==> src/rtl/sub_result_fifo_if.sv <==
// ============================================================================
// Module      : sub_result_fifo_if
// Description : Handshake and statistics bundle between a subtractor result
//               producer, the sub_result_fifo and its sink.
// Revision    : 1.0 - initial release
// ============================================================================
`default_nettype none

interface sub_result_fifo_if #(
  parameter int WIDTH = 8,
  parameter int DEPTH = 4
);
  localparam int CW = $clog2(DEPTH) + 1;

  logic             in_valid;
  logic             in_ready;
  logic [WIDTH-1:0] in_diff;
  logic             in_borrow;
  logic             out_valid;
  logic             out_ready;
  logic [WIDTH-1:0] out_mag;
  logic             out_neg;
  logic             out_zero;
  logic [CW-1:0]    count;
  logic             clr_stats;
  logic [7:0]       neg_count;
  logic [7:0]       zero_count;

  modport slave (
    input  in_valid, in_diff, in_borrow, out_ready, clr_stats,
    output in_ready, out_valid, out_mag, out_neg, out_zero, count,
           neg_count, zero_count
  );

  modport master (
    output in_valid, in_diff, in_borrow, out_ready, clr_stats,
    input  in_ready, out_valid, out_mag, out_neg, out_zero, count,
           neg_count, zero_count
  );
endinterface

`default_nettype wire

==> src/rtl/sub_result_fifo.sv <==
// ============================================================================
// Module      : sub_result_fifo
// Description : Converts subtractor difference/borrow pairs to sign-magnitude
//               and buffers them in a show-ahead FIFO. Statistics counters
//               are built only when SUB_RESULT_STATS_EN is defined.
// Revision    : 1.0 - initial release
// ============================================================================
`default_nettype none

module sub_result_fifo #(
  parameter int DEPTH = 4,
  parameter int WIDTH = 8
) (
  input  logic               clk,
  input  logic               rst_n,
  sub_result_fifo_if.slave   bus
);
  localparam int AW = $clog2(DEPTH);
  localparam int CW = AW + 1;

  typedef enum logic [1:0] {
    ST_EMPTY   = 2'd0,
    ST_PARTIAL = 2'd1,
    ST_FULL    = 2'd2
  } state_e;

  state_e           state_q, state_d;
  logic [CW-1:0]    count_q, count_d;
  logic [AW-1:0]    wr_ptr_q, rd_ptr_q;
  logic [WIDTH+1:0] mem_q [DEPTH];

  logic             push_w, pop_w;
  logic             in_ready_w, out_valid_w;
  logic [WIDTH-1:0] mag_w;
  logic             neg_w, zero_w;
  logic [WIDTH+1:0] head_w;

  // Handshake flags derive only from the registered state, never from inputs
  assign in_ready_w  = (state_q != ST_FULL);
  assign out_valid_w = (state_q != ST_EMPTY);
  assign push_w      = bus.in_valid && in_ready_w;
  assign pop_w       = out_valid_w && bus.out_ready;

  // Borrow with diff==0 yields mag=0, neg=1: the -256 case is kept as-is
  assign mag_w  = bus.in_borrow ? (~bus.in_diff + WIDTH'(1)) : bus.in_diff;
  assign neg_w  = bus.in_borrow;
  assign zero_w = !bus.in_borrow && (bus.in_diff == '0);

  always_comb begin
    state_d = state_q;
    count_d = count_q;
    case (state_q)
      ST_EMPTY: begin
        if (push_w) begin
          count_d = CW'(1);
          state_d = ST_PARTIAL;
        end
      end
      ST_PARTIAL: begin
        if (push_w && !pop_w) begin
          count_d = count_q + CW'(1);
          state_d = (count_d == CW'(DEPTH)) ? ST_FULL : ST_PARTIAL;
        end else if (pop_w && !push_w) begin
          count_d = count_q - CW'(1);
          state_d = (count_d == '0) ? ST_EMPTY : ST_PARTIAL;
        end
      end
      ST_FULL: begin
        if (pop_w) begin
          count_d = count_q - CW'(1);
          state_d = ST_PARTIAL;
        end
      end
      default: begin
        state_d = ST_EMPTY;
        count_d = '0;
      end
    endcase
  end

  always_ff @(posedge clk) begin
    if (!rst_n) begin
      state_q  <= ST_EMPTY;
      count_q  <= '0;
      wr_ptr_q <= '0;
      rd_ptr_q <= '0;
    end else begin
      state_q <= state_d;
      count_q <= count_d;
      if (push_w) wr_ptr_q <= wr_ptr_q + AW'(1);
      if (pop_w)  rd_ptr_q <= rd_ptr_q + AW'(1);
    end
  end

  always_ff @(posedge clk) begin
    if (rst_n && push_w) mem_q[wr_ptr_q] <= {neg_w, zero_w, mag_w};
  end

  // Outputs are masked while empty so stale memory never reaches the sink
  assign head_w        = mem_q[rd_ptr_q];
  assign bus.in_ready  = in_ready_w;
  assign bus.out_valid = out_valid_w;
  assign bus.out_mag   = out_valid_w ? head_w[WIDTH-1:0] : '0;
  assign bus.out_zero  = out_valid_w && head_w[WIDTH];
  assign bus.out_neg   = out_valid_w && head_w[WIDTH+1];
  assign bus.count     = count_q;

`ifdef SUB_RESULT_STATS_EN
  logic [7:0] neg_cnt_q, zero_cnt_q;

  always_ff @(posedge clk) begin
    if (!rst_n || bus.clr_stats) begin
      neg_cnt_q  <= '0;
      zero_cnt_q <= '0;
    end else if (push_w) begin
      if (neg_w && (neg_cnt_q != 8'hFF))   neg_cnt_q  <= neg_cnt_q + 8'd1;
      if (zero_w && (zero_cnt_q != 8'hFF)) zero_cnt_q <= zero_cnt_q + 8'd1;
    end
  end

  assign bus.neg_count  = neg_cnt_q;
  assign bus.zero_count = zero_cnt_q;
`else
  assign bus.neg_count  = 8'd0;
  assign bus.zero_count = 8'd0;
`endif

endmodule

`default_nettype wire

==> src/flat_wrapper.sv <==
// flat-port wrapper written by rule: the top's interface ports become plain ports
module sub_result_fifo_flat 
#(
  parameter int DEPTH = 4,
  parameter int WIDTH = 8
)
  (clk, rst_n, bus_in_valid, bus_in_diff, bus_in_borrow, bus_out_ready, bus_clr_stats, bus_in_ready, bus_out_valid, bus_out_mag, bus_out_neg, bus_out_zero, bus_count, bus_neg_count, bus_zero_count);
  sub_result_fifo_if #(.WIDTH(WIDTH), .DEPTH(DEPTH)) bus_i ();
  input  logic clk;
  input  logic rst_n;
  input wire logic [$bits(bus_i.in_valid)-1:0] bus_in_valid;
  input wire logic [$bits(bus_i.in_diff)-1:0] bus_in_diff;
  input wire logic [$bits(bus_i.in_borrow)-1:0] bus_in_borrow;
  input wire logic [$bits(bus_i.out_ready)-1:0] bus_out_ready;
  input wire logic [$bits(bus_i.clr_stats)-1:0] bus_clr_stats;
  output wire logic [$bits(bus_i.in_ready)-1:0] bus_in_ready;
  output wire logic [$bits(bus_i.out_valid)-1:0] bus_out_valid;
  output wire logic [$bits(bus_i.out_mag)-1:0] bus_out_mag;
  output wire logic [$bits(bus_i.out_neg)-1:0] bus_out_neg;
  output wire logic [$bits(bus_i.out_zero)-1:0] bus_out_zero;
  output wire logic [$bits(bus_i.count)-1:0] bus_count;
  output wire logic [$bits(bus_i.neg_count)-1:0] bus_neg_count;
  output wire logic [$bits(bus_i.zero_count)-1:0] bus_zero_count;
  assign bus_i.in_valid = bus_in_valid;
  assign bus_i.in_diff = bus_in_diff;
  assign bus_i.in_borrow = bus_in_borrow;
  assign bus_i.out_ready = bus_out_ready;
  assign bus_i.clr_stats = bus_clr_stats;
  assign bus_in_ready = bus_i.in_ready;
  assign bus_out_valid = bus_i.out_valid;
  assign bus_out_mag = bus_i.out_mag;
  assign bus_out_neg = bus_i.out_neg;
  assign bus_out_zero = bus_i.out_zero;
  assign bus_count = bus_i.count;
  assign bus_neg_count = bus_i.neg_count;
  assign bus_zero_count = bus_i.zero_count;
  sub_result_fifo #(.DEPTH(DEPTH), .WIDTH(WIDTH)) u_core (.clk(clk), .rst_n(rst_n), .bus(bus_i));
endmodule
==> config.mk <==
export PLATFORM = sky130hd
export DESIGN_NAME = sub_result_fifo_flat
export DESIGN_NICKNAME = d
export VERILOG_FILES = /design/src/rtl/sub_result_fifo_if.sv /design/src/rtl/sub_result_fifo.sv /design/src/flat_wrapper.sv
export SDC_FILE = /design/constraint.sdc
export NUM_CORES = 1
export LEC_CHECK = 0
export CAP_MARGIN = 25
export CORE_MARGIN = 1.5
export CORE_UTILIZATION = 47
export CTS_CLUSTER_SIZE = 20
export DETAILED_ROUTE_END_ITERATION = 8
export PLACE_DENSITY_LB_ADDON = 0.05
export SETUP_SLACK_MARGIN = 0.5
export SYNTH_ARGS = -nofsm -noshare
export SYNTH_HDL_FRONTEND = slang
export SYNTH_SLANG_ARGS = --single-unit
==> constraint.sdc <==
create_clock -name clk -period 1.8 [get_ports clk]
set_clock_uncertainty 0.15 [all_clocks]
set_input_delay 0.36 -clock clk [delete_from_list [all_inputs] [get_ports clk]]
set_output_delay 0.36 -clock clk [all_outputs]
set_load 0.1 [all_outputs]
## Word level (Yosys, flattened, before mapping)

Memory sizes are Yosys's and may differ from the RTL's. A register that Yosys moved wholly into a read port is not among the register bits.
Index checks and enable logic that the tools add are counted.
W data, S select, Z words.

| storage, ports and cells | value |
|---|---|
| register bits after elaboration | 9 |
| bits in writable memories | 40 |
| bits of input ports | 14 |
| output and inout bits | 31 |
| logic and storage cells | 52 |
| memories kept | 1 |

| cells by class | value |
|---|---|
| add/subtract/negate cells | 5 |
| eq/ne operators | 7 |
| multiplexer cells | 18 |
| bitwise gates (word level) | 1 |
| reductions and logical operators | 16 |

Memories:

| name | words | bits a word | rd ports | clocked after memory_dff | wr ports | RTL line | RTL |
|---|---|---|---|---|---|---|---|
| u_core.mem_q | 4 | 10 | 1 | 1 | 1 | sub_result_fifo.sv:30 | `logic [WIDTH+1:0] mem_q [DEPTH];` |

Operators by type and width:

| cell | number |
|---|---|
| $mux W8 | 2 |
| $mux W2 | 7 |
| $mux W3 | 4 |
| $pmux W3 S3 | 1 |
| $add A8 B1 Y8 const B | 1 |
| $logic_and A1 B1 Y1 | 8 |
| $logic_not A8 Y1 | 1 |
| $not A8 Y8 | 1 |
| $pmux W2 S3 | 1 |
| $add A2 B1 Y2 const B | 2 |
| $ne A2 B1 Y1 const B | 2 |
| $add A3 B1 Y3 const B | 1 |
| $eq A3 B3 Y1 const B | 1 |
| $logic_not A1 Y1 | 3 |
| $logic_not A3 Y1 | 1 |
| $mux W1 | 3 |
| $ne A3 B1 Y1 const B | 1 |
| $reduce_and A3 Y1 | 1 |
| $sub A3 B1 Y3 const B | 1 |
| $eq A2 B1 Y1 const B | 1 |
| $eq A2 B2 Y1 const B | 1 |
| $logic_not A2 Y1 | 1 |
| $ne A2 B2 Y1 const B | 1 |
| $reduce_bool A2 Y1 | 1 |

## Depth between registers and ports, before layout

| logic depth | value |
|---|---|
| depth after elaboration | 7 |
| mapped depth | 6 |
| mapped depth without buffers | 6 |

## Worst setup path after synthesis

No wires, ideal clock.

| timing path | value |
|---|---|
| kind | register to output |
| from | register u_core.state_q[1] |
| to | output bus_out_mag[0] |
| arrival | 2.318 ns |
| data required time | 1.290 ns |
| slack | -1.028 ns |
| cell stages (with the launch flop) | 4 |
| path buffers | 1 |
| path through | dfxtp_1 or2_2 clkbuf_1 and2_1 |

| between the ends | value |
|---|---|
| word-level cells in the longest chain between the ends | 2 |

RTL lines:

| item | RTL line | RTL |
|---|---|---|
| start: declaration | sub_result_fifo.sv:27 | `state_e state_q, state_d;` |
| start signal: assignment | sub_result_fifo.sv:88 | `state_q <= state_d;` |
| $reduce_bool A2 Y1 | sub_result_fifo.sv:40 | `assign out_valid_w = (state_q != ST_EMPTY);` |
| net bus_out_valid | flat_wrapper.sv:17 | `output wire logic [$bits(bus_i.out_valid)-1:0] bus_out_valid;` |
| $mux W8 | sub_result_fifo.sv:103 | `assign bus.out_mag = out_valid_w ? head_w[WIDTH-1:0] : '0;` |
| end: declaration | flat_wrapper.sv:18 | `output wire logic [$bits(bus_i.out_mag)-1:0] bus_out_mag;` |

The timed path passes the listed nets, and every way through them passes these cells.

==> results.txt <==
Adder and majority gate portion of the synthesized area: 0.0436
Sum of buffers and inverters on the critical path: 2
Post-synth top flop: sky130_fd_sc_hd__edfxtp_1
Arrival time at the worst endpoint: 1.66 ns
Failing checks: setup timing
Remaining design rule violation count: 0
Main area contributors after synthesis: sky130_fd_sc_hd__edfxtp_1 (47%), sky130_fd_sc_hd__mux4_2 (8.7%), sky130_fd_sc_hd__dfxtp_1 (8.5%), sky130_fd_sc_hd__buf_4 (5.2%), sky130_fd_sc_hd__ha_1 (4.4%)
Worst R2R Path Depth: 8
Worst hold slack: 0.292 ns
Largest net degree at the start of global routing: 16
Area taken by flip-flops and latches: 0.00144 mm^2
Worst-path cell chain: clkbuf_16, mux4_2, and2_4, buf_12
Clock Tree Buf Depth: 2
Final count of pins violating max slew: 0
RePlAce Congestion: 0.844
Power density of the placed cells: 708 mW/mm^2
Row Count: 26
Wire length of the first global-routing pass: 9890 um
DRT antenna net count: 0
Routed length per placed instance: 17.9 um
Hold-critical path depth: 3
Area taken by multi-input logic gates: 0.00134 mm^2
Nets: 310
RSZ-0062 raised after global routing: yes
Area share of the largest cell type after synthesis: 0.465
Via-per-instance ratio: 5.20
Via count: 1,861
Result of the run: finished with violations
Mux contribution to synthesized area: 0.0955
Fraction of layout cells with a size suffix above 1: 0.573
DRC violation total after the first TritonRoute iteration: 122
CP Capture Type: primary output
Critical Path Max Stage Delay: 0.49 ns
Leakage power figure: 1.64 nW
Total wire length: 6420 um
Gate count of the mapped netlist: 200
Level count of the clock H-tree: 2
Netlist area before placement: 0.00258 mm^2
Inserted Clock Buffers: 5
WP depth: 4
First-pass detailed-route iteration total: 4
Number of clock sinks: 51
Post-synthesis share of cell area spent on and, or, nand and nor gates: 0.110
Syn avg cell area: 12.9 um^2
HPWL reported at the end of detailed placement: 3830 um
Number of global-route vias before repair: 1,897
Synthesized-area fraction occupied by ao, oa, aoi and oai cells: 0.0645
Worst Setup Start Kind: register
Crit path max fanout: 5
I/O pin cnt: 45
Clock slew seen by the registers of the worst setup and hold paths: 0.09 ns
Post-route minimum period: 2.17 ns
Residual overflow from global routing: 0
Number of setup violations in the final report: 12
Cell with the largest stage delay on the worst path: sky130_fd_sc_hd__mux4_2
IR drop worst, VDD: 0.000547 V
Number of input and output port buffers inserted: 27
Distinct cell type count after synthesis: 44
Maximum clock frequency: 461 MHz
Number of antenna violations at the first check in global routing: 0
Slack of the critical path: -0.368 ns
Number of violations of the max-capacitance limit: 0
Final worst-path cycle share: 1.20
Worst-Skew Late Latency: 0.30 ns
Relative area change from synthesis to final layout: 63.1%
Top delay family on crit path: multiplexers
Global-route usage over all layers: 0.222
Count of endpoints failing hold in the final timing report: 0
EDFF count, synth: 40
Final Util: 0.809
Xor and xnor fraction of the mapped netlist area: 0.0475
Die Span Y: 77.1 um
Number of antenna diodes: 0
Library cell with the largest summed area after synthesis: sky130_fd_sc_hd__edfxtp_1
Share of flip-flops with an asynchronous set or reset: 0
Die footprint: 0.00595 mm^2
Effective utilization at floorplan: 0.496
Worst setup path category: reg -> out
Filler cells: 281
Required @ worst endpoint: 1.29 ns
Top cells by count, synth: sky130_fd_sc_hd__edfxtp_1 (40), sky130_fd_sc_hd__buf_4 (18), sky130_fd_sc_hd__inv_1 (12), sky130_fd_sc_hd__and2_1 (11), sky130_fd_sc_hd__dfxtp_1 (11)
Placeable Area: 0.00520 mm^2
Design Power: 2.98 mW
Worst hold-check path type: in -> reg
Clock tree from TritonCTS: done
Proportion of synthesized chip area in sequential cells: 0.551
FF+latch count, synth: 51
Synth warnings: 0
Most numerous cell in the Yosys netlist: sky130_fd_sc_hd__edfxtp_1
Clock root cell: sky130_fd_sc_hd__clkbuf_8
Main combinational cell family by area after synthesis: simple AND/OR/NAND/NOR gates
Die width: 77.1 um
## registers in the layout, summed over array words and instances (netlist names), named ones only
signal	count
u_core.rd_ptr_q	2
u_core.wr_ptr_q	2
u_core.bus.count	3
u_core.mem_q	40
u_core.state_q	2
## report_power, final
part / switching [mW] / internal, mW
Combinational: 0.562 / 0.399
Sequential: 0.0318 / 1.32
Clock: 0.357 / 0.311
## path summary, 6_finish.rpt
path | startpoint | end | slack [ns]
max | register | bus_out_mag[1] | -0.37
max reg2reg | u_core.state_q[0] | u_core.mem_q[3][9] | 0.04
min | bus_in_diff[0] | u_core.mem_q[1][0] | 0.29
min reg2reg | u_core.wr_ptr_q[1] | u_core.wr_ptr_q[1] | 0.36
## worst reg2reg max path: stages, from the launching register on
cell                        delay [ns]
sky130_fd_sc_hd__dfxtp_4          0.37
sky130_fd_sc_hd__buf_6            0.09
sky130_fd_sc_hd__buf_6            0.08
sky130_fd_sc_hd__nand2b_4         0.14
sky130_fd_sc_hd__nand3_4          0.09
sky130_fd_sc_hd__buf_12           0.14
sky130_fd_sc_hd__buf_12           0.12
sky130_fd_sc_hd__nor2_4           0.14
sky130_fd_sc_hd__clkbuf_16        0.17
## per-layer routing
layer  part of all wire  global-route usage
met3              0.060              0.0524
met1               0.43               0.293
met4              0.020              0.0655
met5                  0                   0
met2               0.49               0.365
## cell families (layout without fill, tap and decap cells)
logic type | count (synthesis) | after routing
muxes | 12 | 12
xor gates and xnor gates | 14 | 14
other | 1 | 16
AOI/OAI and AO/OA | 24 | 24
DFF | 51 | 51
adders and majority gates | 9 | 9
and+or+nand+nor | 52 | 52
buffers and inverters | 37 | 110
## layout make-up
cell class | instances | share of cell area
Sequential cell | 51 | 0.343
Multi-Input combinational cell | 127 | 0.318
Timing Repair Buffer | 90 | 0.281
Tap cell | 70 | 0.0208
Clock buffer | 7 | 0.0205
Inverter | 12 | 0.0160
Clock inverter | 1 | 0.00119
## placed cells by master (no fill, tap or decap), types with 5 or more instances in the layout
master                     netlist  final
sky130_fd_sc_hd__xnor2_2         0      7
sky130_fd_sc_hd__ha_1            9      6
sky130_fd_sc_hd__buf_12          0     24
sky130_fd_sc_hd__dfxtp_4         0      6
sky130_fd_sc_hd__and2_4          0     10
sky130_fd_sc_hd__conb_1          1     16
sky130_fd_sc_hd__edfxtp_1       40     40
sky130_fd_sc_hd__buf_4          18     25
sky130_fd_sc_hd__mux4_2         10     10
sky130_fd_sc_hd__buf_6           2     26
sky130_fd_sc_hd__nand2_1        10      6
sky130_fd_sc_hd__dfxtp_1        11      5
sky130_fd_sc_hd__clkbuf_8        0      6
sky130_fd_sc_hd__inv_1          12      8
## metrics by stage
step / setup WS [ns] / cells / setup TNS [ns] / area [um^2]
5_1_grt: -0.421 / 358 / -4.27 / 4210
3_5_place_dp: -0.321 / 316 / -11.89 / 3490
6_report: -0.368 / 358 / -3.63 / 4210
3_3_place_gp: -0.258 / 316 / -8.76 / 3490
4_1_cts: -0.366 / 351 / -3.56 / 4050
2_1_floorplan: 0.0756 / 215 / 0 / 2900
## timing repair
action                                  4_1_cts  5_1_grt
hold buffers                                  0        0
endpoints found under the setup margin       98       90
gates resized for setup                      79       27
pin swaps                                    20       16
setup buffers                                23        6
gates cloned                                  4        1
(Power assumes the default switching activity.)
